### src/rtl/mem_access_unit.sv
// ---------------------------------------------------------------------------
// mem_access_unit
//   Memory-side responder for the control unit's load/store commands.
//   It accepts one word, half or byte request and turns it into word-aligned
//   accesses to a synchronous fixed-latency memory.
//   - Loads: the selected lane is extracted and sign-extended into rdata.
//   - Sub-word stores: done as a read-modify-write.
//   - Misaligned requests: rejected without touching memory.
//   A one-cycle ready pulse marks completion of every request.
//
// Ports
//   clk, reset_n     clock, synchronous active-low reset
//   req              request, sampled only in IDLE
//   we               1 = store, 0 = load
//   size             00 word, 01 half, 10 byte, 11 illegal
//   addr             byte address
//   wdata            store data (half: [15:0], byte: [7:0])
//   rdata            sign-extended load result, held until the next load
//   ready            one-cycle completion pulse
//   busy             high from acceptance through the DONE/ERR cycle
//   misalign         high together with ready when a request is rejected
//   mem_addr         registered word address to memory
//   mem_we           registered write strobe, one cycle per store
//   mem_wdata        registered write data
//   mem_rdata        memory read data, valid MEM_LAT cycles after mem_addr
//
// state | meaning
// ------+---------------------------------------------------------------
// IDLE  | waiting for req; latches the request
// RD    | memory read in flight; counter runs MEM_LAT down to 0
// MERGE | insert store lane(s) into the read word
// WR    | mem_we high for exactly one cycle
// DONE  | ready pulse; load result already in rdata
// ERR   | ready + misalign pulse; no memory access
// ---------------------------------------------------------------------------
module mem_access_unit #(
    parameter int ADDR_W  = 32,
    parameter int MEM_LAT = 2
) (
    input  logic              clk,
    input  logic              reset_n,
    input  logic              req,
    input  logic              we,
    input  logic [1:0]        size,
    input  logic [ADDR_W-1:0] addr,
    input  logic [31:0]       wdata,
    output logic [31:0]       rdata,
    output logic              ready,
    output logic              busy,
    output logic              misalign,
    output logic [ADDR_W-1:0] mem_addr,
    output logic              mem_we,
    output logic [31:0]       mem_wdata,
    input  logic [31:0]       mem_rdata
);

    localparam logic [2:0] S_IDLE  = 3'd0;
    localparam logic [2:0] S_RD    = 3'd1;
    localparam logic [2:0] S_MERGE = 3'd2;
    localparam logic [2:0] S_WR    = 3'd3;
    localparam logic [2:0] S_DONE  = 3'd4;
    localparam logic [2:0] S_ERR   = 3'd5;

    localparam int CNT_W = $clog2(MEM_LAT + 1);

    logic [2:0]       state;
    logic [CNT_W-1:0] cnt;
    logic             we_q;
    logic [1:0]       size_q;
    logic [1:0]       lane_q;
    logic [31:0]      wdata_q;
    logic [31:0]      buf_q;

    logic             mis_in;
    logic [7:0]       rd_byte;
    logic [15:0]      rd_half;
    logic [31:0]      ld_val;
    logic [31:0]      merged;

    // Alignment check on the live request inputs, used only in IDLE.
    always_comb begin
        mis_in = 1'b0;
        case (size)
            2'b00:   mis_in = (addr[1:0] != 2'b00);
            2'b01:   mis_in = addr[0];
            2'b10:   mis_in = 1'b0;
            default: mis_in = 1'b1;
        endcase
    end

    // Lane extraction straight from mem_rdata so rdata lands on the edge
    // that enters DONE.
    always_comb begin
        rd_byte = mem_rdata[7:0];
        case (lane_q)
            2'd0: rd_byte = mem_rdata[7:0];
            2'd1: rd_byte = mem_rdata[15:8];
            2'd2: rd_byte = mem_rdata[23:16];
            2'd3: rd_byte = mem_rdata[31:24];
            default: rd_byte = mem_rdata[7:0];
        endcase
        rd_half = lane_q[1] ? mem_rdata[31:16] : mem_rdata[15:0];
        case (size_q)
            2'b01:   ld_val = {{16{rd_half[15]}}, rd_half};
            2'b10:   ld_val = {{24{rd_byte[7]}}, rd_byte};
            default: ld_val = mem_rdata;
        endcase
    end

    // Read-modify-write merge: only the addressed lane(s) take wdata.
    always_comb begin
        merged = buf_q;
        if (size_q == 2'b01) begin
            if (lane_q[1])
                merged[31:16] = wdata_q[15:0];
            else
                merged[15:0] = wdata_q[15:0];
        end else begin
            case (lane_q)
                2'd0: merged[7:0]   = wdata_q[7:0];
                2'd1: merged[15:8]  = wdata_q[7:0];
                2'd2: merged[23:16] = wdata_q[7:0];
                2'd3: merged[31:24] = wdata_q[7:0];
                default: merged = buf_q;
            endcase
        end
    end

    always_ff @(posedge clk) begin
        if (!reset_n) begin
            state     <= S_IDLE;
            cnt       <= '0;
            we_q      <= 1'b0;
            size_q    <= 2'b00;
            lane_q    <= 2'b00;
            wdata_q   <= '0;
            buf_q     <= '0;
            rdata     <= '0;
            ready     <= 1'b0;
            busy      <= 1'b0;
            misalign  <= 1'b0;
            mem_addr  <= '0;
            mem_we    <= 1'b0;
            mem_wdata <= '0;
        end else begin
            ready    <= 1'b0;
            misalign <= 1'b0;
            mem_we   <= 1'b0;
            case (state)
                S_IDLE: begin
                    if (req) begin
                        we_q    <= we;
                        size_q  <= size;
                        lane_q  <= addr[1:0];
                        wdata_q <= wdata;
                        busy    <= 1'b1;
                        if (mis_in) begin
                            state    <= S_ERR;
                            ready    <= 1'b1;
                            misalign <= 1'b1;
                        end else begin
                            mem_addr <= {addr[ADDR_W-1:2], 2'b00};
                            if (we && size == 2'b00) begin
                                // Full-word store needs no read.
                                state     <= S_WR;
                                mem_we    <= 1'b1;
                                mem_wdata <= wdata;
                            end else begin
                                state <= S_RD;
                                cnt   <= CNT_W'(MEM_LAT);
                            end
                        end
                    end
                end
                S_RD: begin
                    if (cnt == '0) begin
                        buf_q <= mem_rdata;
                        if (we_q) begin
                            state <= S_MERGE;
                        end else begin
                            state <= S_DONE;
                            ready <= 1'b1;
                            rdata <= ld_val;
                        end
                    end else begin
                        cnt <= cnt - 1'b1;
                    end
                end
                S_MERGE: begin
                    state     <= S_WR;
                    mem_we    <= 1'b1;
                    mem_wdata <= merged;
                end
                S_WR: begin
                    state <= S_DONE;
                    ready <= 1'b1;
                end
                S_DONE, S_ERR: begin
                    state <= S_IDLE;
                    busy  <= 1'b0;
                end
                default: state <= S_IDLE;
            endcase
        end
    end

endmodule

### config.mk
export PLATFORM = sky130hd
export DESIGN_NAME = mem_access_unit
export DESIGN_NICKNAME = d
export VERILOG_FILES = /design/src/rtl/mem_access_unit.sv
export SDC_FILE = /design/constraint.sdc
export NUM_CORES = 1
export LEC_CHECK = 0
export CORE_MARGIN = 8
export CORE_UTILIZATION = 51
export DETAILED_ROUTE_END_ITERATION = 10
export GPL_TIMING_DRIVEN = 0
export PLACE_DENSITY = 0.9
export SKIP_LAST_GASP = 1
export SLEW_MARGIN = 20
export SYNTH_ARGS = -nofsm -noshare
export SYNTH_HDL_FRONTEND = slang
export SYNTH_SLANG_ARGS = --single-unit
### constraint.sdc
create_clock -name clk -period 5 [get_ports clk]
set_input_delay 1 -clock clk [delete_from_list [all_inputs] [get_ports clk]]
set_output_delay 1 -clock clk [all_outputs]
set_load 0.01 [all_outputs]
== Yosys cells after proc, flatten, opt, wreduce, memory -nomap -nowiden ==
Cells that the tools add are included.

* Bitwise operators: 2
* Muxes and demuxes: 37
* Add/sub/neg operators: 1
* Reduce and logical (&&, ||, !) cells: 19
* Eq/ne operators: 18

{| class="wikitable"
|+ Operators with widths
! operator !! count
|-
| $mux 32 || 4
|-
| $pmux 32 s2 || 2
|-
| $mux 16 || 3
|-
| $mux 8 || 4
|-
| $pmux 8 s4 || 1
|-
| $mux 3 || 4
|-
| $ne 2x2->1 const B || 6
|-
| $pmux 3 s4 || 1
|-
| $mux 2 || 5
|-
| $reduce_and 2->1 || 5
|-
| $eq 2x2->1 const B || 4
|-
| $mux 1 || 8
|-
| $reduce_bool 2->1 || 4
|-
| $eq 2x1->1 const B || 3
|-
| $eq 3x2->1 const B || 2
|-
| $eq 3x3->1 const B || 2
|-
| $logic_not 2->1 || 3
|-
| $pmux 1 s3 || 2
|-
| $reduce_and 3->1 || 2
|-
| $reduce_and 5->1 || 1
|-
| $pmux 1 s2 || 2
|-
| $pmux 2 s2 || 1
|-
| $reduce_and 4->1 || 1
|-
| $eq 3x1->1 const B || 1
|-
| 5 further kinds || 6
|}

* Flip-flop bits (word level): 156
* Input port bits: 102
* Output and inout bits: 100

== Longest topological paths before layout ==
* Word-level depth: 6
* Depth in mapped cells: 9
* Depth with buffers taken out: 6

== Least setup slack after synthesis ==
No wires, ideal clock.

* Kind: input to register
* Start: input mem_rdata[15]
* End: register rdata[22]
* Stages on the path: 6
* Setup slack: 2.735 ns
* Buffers on the path: 2
* Arrival time: 2.145 ns
* Required time: 4.880 ns
* Cell sequence: mux2_4 a221oi_4 a31o_1 buf_6 buf_12 nor3_2

* Cells in the longest elaborated chain, start to end: 2
* Elaborated cells on any way between the ends: 3

{| class="wikitable"
|+ RTL lines
! element !! RTL line !! RTL
|-
| start, declared || 54 || <nowiki>input logic [31:0] mem_rdata</nowiki>
|-
| $pmux 8 s4 / $mux 16 (equally long branches) || 95, 102 ||
|-
| $pmux 32 s2 * || 103 || <nowiki>case (size_q)</nowiki>
|-
| end signal, assigned || 183 || <nowiki>rdata <= ld_val;</nowiki>
|-
| end, declared || 47 || <nowiki>output logic [31:0] rdata,</nowiki>
|}

Every way passes the cells marked *; elsewhere a longest branch is shown, timed or not.
A chain may end at the register's enable or synchronous reset.

== Final worst setup path ==
* Start: input size[1]
* End: register mem_wdata[19]

* Cells in the longest elaborated chain, start to end: 4
* Elaborated cells on any way between the ends: 8

{| class="wikitable"
|+ RTL lines
! element !! RTL line !! RTL
|-
| start, declared || 44 || <nowiki>input logic [1:0] size,</nowiki>
|-
| $eq 2x2->1 (tied with other cells) || 83 || <nowiki>case (size)</nowiki>
|-
| $pmux 1 s3 / $logic_and 1x1->1 (equally long branches) || 83, 163 ||
|-
| $ne 2x2->1 (no source line) || -- ||
|-
| $reduce_and 4->1 (no source line) * || -- ||
|-
| end signal, assigned || 167 || <nowiki>mem_wdata <= wdata;</nowiki>
|-
| end signal, assigned || 192 || <nowiki>mem_wdata <= merged;</nowiki>
|-
| end, declared || 53 || <nowiki>output logic [31:0] mem_wdata,</nowiki>
|}

Marked as above.

==> reports/qor.yml <==
outcome:
  status: "completed"
detailed_routing:
  drt-vias-per-instance: 5.94
  wire_per_inst_um: 19.3
  wirelength_um: 24500
  dr.first_iter.drc_count: 826
  ant_nets: 0
  vias: 7512
  drc: 0
  drtPass1Iterations: 5
floorplanning:
  io_pins: 202
  die_w_um: 132
  die-area_sq_um: 17500
  num_rows: 42
  initial_utilization_pct: 52.2
  coreArea_sq_um: 13200
  die_y_um: 132
synth:
  synthMuxAreaShare_pct: 1.57
  synth-xor-area-share_pct: 0.127
  seq_area_frac_synth_pct: 45.2
  synthFlopType: "dfxtp_1"
  yosysWarningCount: 0
  synthAdderAreaFrac_pct: 0.543
  syn_avg_cell_area_sq_um: 8.06
  synthSimpleGateAreaFrac_pct: 21.2
  synth_edf_count: 0
  synth_area_sq_um: 6910
  yosysUniqueCellTypes: 51
  synthCells: 858
  synth-compound-area-share_pct: 25.3
  async_flop_share_pct: 0
  ys_ff_latch: 156
  synth_top_family_by_area: "compound AO/OA/AOI/OAI gates"
layout:
  nets: 1181
  fin_cells: 1265
  drive_above_1_share_pct: 6.80
  area_growth_pct: 40.9
  n_antenna_cell: 0
global_route:
  grt_antenna_before_repair: 0
  grt_pass1_wl_um: 38300
  grt_overflow_total: 0
  grt_pass1_vias: 7069
  grt_max_degree: 17
  track_usage_pct: 27.2
timing:
  maxSlewViolCount: 0
  fmax_ghz: 0.359
  setup_violations: 0
  grt_setup_unrepaired: "false"
  timing.final.crit_share_pct: 55.7
  worst_pin_slew_ns: 0.826
  hold_violations: 0
  final.setup.tns_ns: 0
  slew_headroom_pct: 44.8
  fin_worst_skew_ns: 0.00539
  finalCriticalPeriod_ns: 2.79
place:
  hpwlAfterDp_um: 18400
  dp_cells: 1233
  port_buffers: 198
  gp_congestion: 0.972
worst_setup_path:
  reg2reg_depth: 8
  critPathTopFamily: "buffers and inverters"
  worstSetupPathType: "in -> reg"
  start_kind: "input pin"
  crit_buf_inv: 2
  r2r_end: "rdata[23]"
  r2r_start: "cnt[0]"
  crit_end: "mem_wdata[19]"
  critPathMaxStageDelay_ns: 0.60
  worstPathMaxFanout: 10
  arrival_ns: 3.08
  rrSetupSlack_ns: 2.66
  critPathSlowestCell: "nor3b_1"
  startpoint: "size[1]"
  crit_required_ns: 5.29
  endpoint_kind: "flop"
  cp_num_cells: 5
  path_cells: "clkdlybuf4s50_1, nor3b_1, o221a_2, clkbuf_1, o22ai_1"
pwr:
  cellLeakagePower_nw: 3.36
  powerDensity_nw_per_um2: 378
  vdd_drop_max_mv: 0.303
hold_path:
  min_path_type: "reg -> reg"
cts:
  post_cts_resize_count: 0
  clock_latency_ns: 0.43
  path_clk_slew_ns: 0.06
  cts_setup_buffers: 0
  cts_sinks: 156
  cts_max_level: 4
  clockRootBuffer: "clkbuf_16"
  cts-buffers-inserted: 17
  max-clock-path-buffers: 2
  hold_buffers: 0
  cts_tree: "done"
job:
  drv_cap: 0
==> metrics by stage <==
| step | hold WS, ns | setup WS (ns) | power (mW) | cell area [sq um] | util (%) |
|---|---|---|---|---|---|
| 6_report | 0.461 | 2.21 | 3.68 | 9740 | 73.6 |
| 5_1_grt | 0.476 | 2.16 | 3.82 | 9740 | 73.6 |
| 4_1_cts | 0.458 | 2.31 | 3.66 | 9740 | 73.6 |
| 3_5_place_dp | 0.449 | 1.88 | 2.34 | 9130 | 69.0 |
| 3_3_place_gp | 0.445 | 1.89 | 2.32 | 9120 | 68.9 |
| 2_1_floorplan | 0.432 | 2.73 | 1.94 | 6920 | - |
==> report_power, final <==
part / leakage, nW / internal [mW] / switching (mW)
logic: 1.79 / 0.392 / 0.505
clock network: 0.295 / 0.821 / 0.513
registers: 1.27 / 1.37 / 0.0797
==> cell families after synthesis <==
logic type                 count (synthesis)
muxes                                      9
xor gates and xnor gates                   1
adders and majority gates                  3
AOI/OAI and AO/OA                        287
other                                      1
DFF                                      156
and+or+nand+nor                          306
buffers and inverters                     95
==> tightest hold or removal path, cell delays in order (launching register included) <==
cell	delay, ns
dfxtp_1	0.31
nand2_1	0.05
a21oi_1	0.05
==> synth_stat cells (3+ instances only) <==
cell type	instances	share of area [%]
a21oi_1	104	7.5
o21ai_1	3	0.22
a221o_1	5	0.72
nand2b_1	5	0.45
buf_2	10	0.72
dfxtp_1	156	45
buf_4	3	0.33
o32ai_1	8	1.0
o22ai_1	32	2.9
nor3b_1	27	2.9
a21boi_0	9	0.98
nor3_2	10	1.4
mux2_2	7	1.1
clkbuf_1	61	3.3
nor2b_1	13	1.2
nor2_1	33	1.8
nand3_1	30	2.2
o21ai_0	75	5.4
ha_1	3	0.54
o221ai_1	16	2.0
nand2_1	166	9.0
a221oi_1	7	0.89
a211oi_1	8	0.87
nor3_1	11	0.80
o21a_1	8	0.87
inv_1	16	0.87
==> metal layers <==
layer | track usage [%] | wire length, um
met1 | 34.8 | 10000
met2 | 42.6 | 11200
met3 | 6.93 | 2380
met4 | 11.4 | 846
met5 | 0 | 0
==> placed cells by master (no fill, tap or decap), types with 4 or more instances in the layout <==
cell             count
clkbuf_1            62
mux2_2               7
a221oi_1             7
o221ai_1            16
o22ai_1             32
nor2b_1             13
o32ai_1              8
o21ai_0             75
a221o_1              5
clkdlybuf4s50_1    198
a21oi_1            104
o21a_1               8
dfxtp_1            156
nand3_1             30
nor3_1              11
nor2_1              33
a211oi_1             8
nor3b_1             27
clkinv_2             4
nand2b_1             5
clkbuf_16           17
nand2_1            166
nor3_2              10
inv_1               16
buf_2               10
a21boi_0             9
==> flip-flops by register name (all words and copies together) (netlist names) <==
register,cells
wdata_q,16
busy,1
cnt,2
mem_addr,30
misalign,1
state,3
rdata,32
lane_q,2
mem_we,1
ready,1
mem_wdata,32
buf_q,32
size_q,2
we_q,1
==> area by class of cell <==
type,count,area [sq um]
inverters,17,63.8
multi-input cells,608,3390
flip-flops and latches,156,3120
repair buffers,198,1980
well taps,176,220
plain buffers,78,348
clock inverters,11,141
fillers,1006,3500
clock buffers,21,470
==> worst min path at each step <==
stage | start | end | slack [ns] | depth (start not counted)
6_report | rdata[9] | rdata[9] | 0.46 | 2
5_1_grt | buf_q[2] | buf_q[2] | 0.48 | 2
4_1_cts | rdata[14] | rdata[14] | 0.46 | 2
3_5_place_dp | rdata[14] | rdata[14] | 0.45 | 2
3_3_place_gp | wdata_q[15] | wdata_q[15] | 0.45 | 2
2_1_floorplan | buf_q[16] | buf_q[16] | 0.43 | 2
Note: power is estimated with default switching activity, not from simulation.
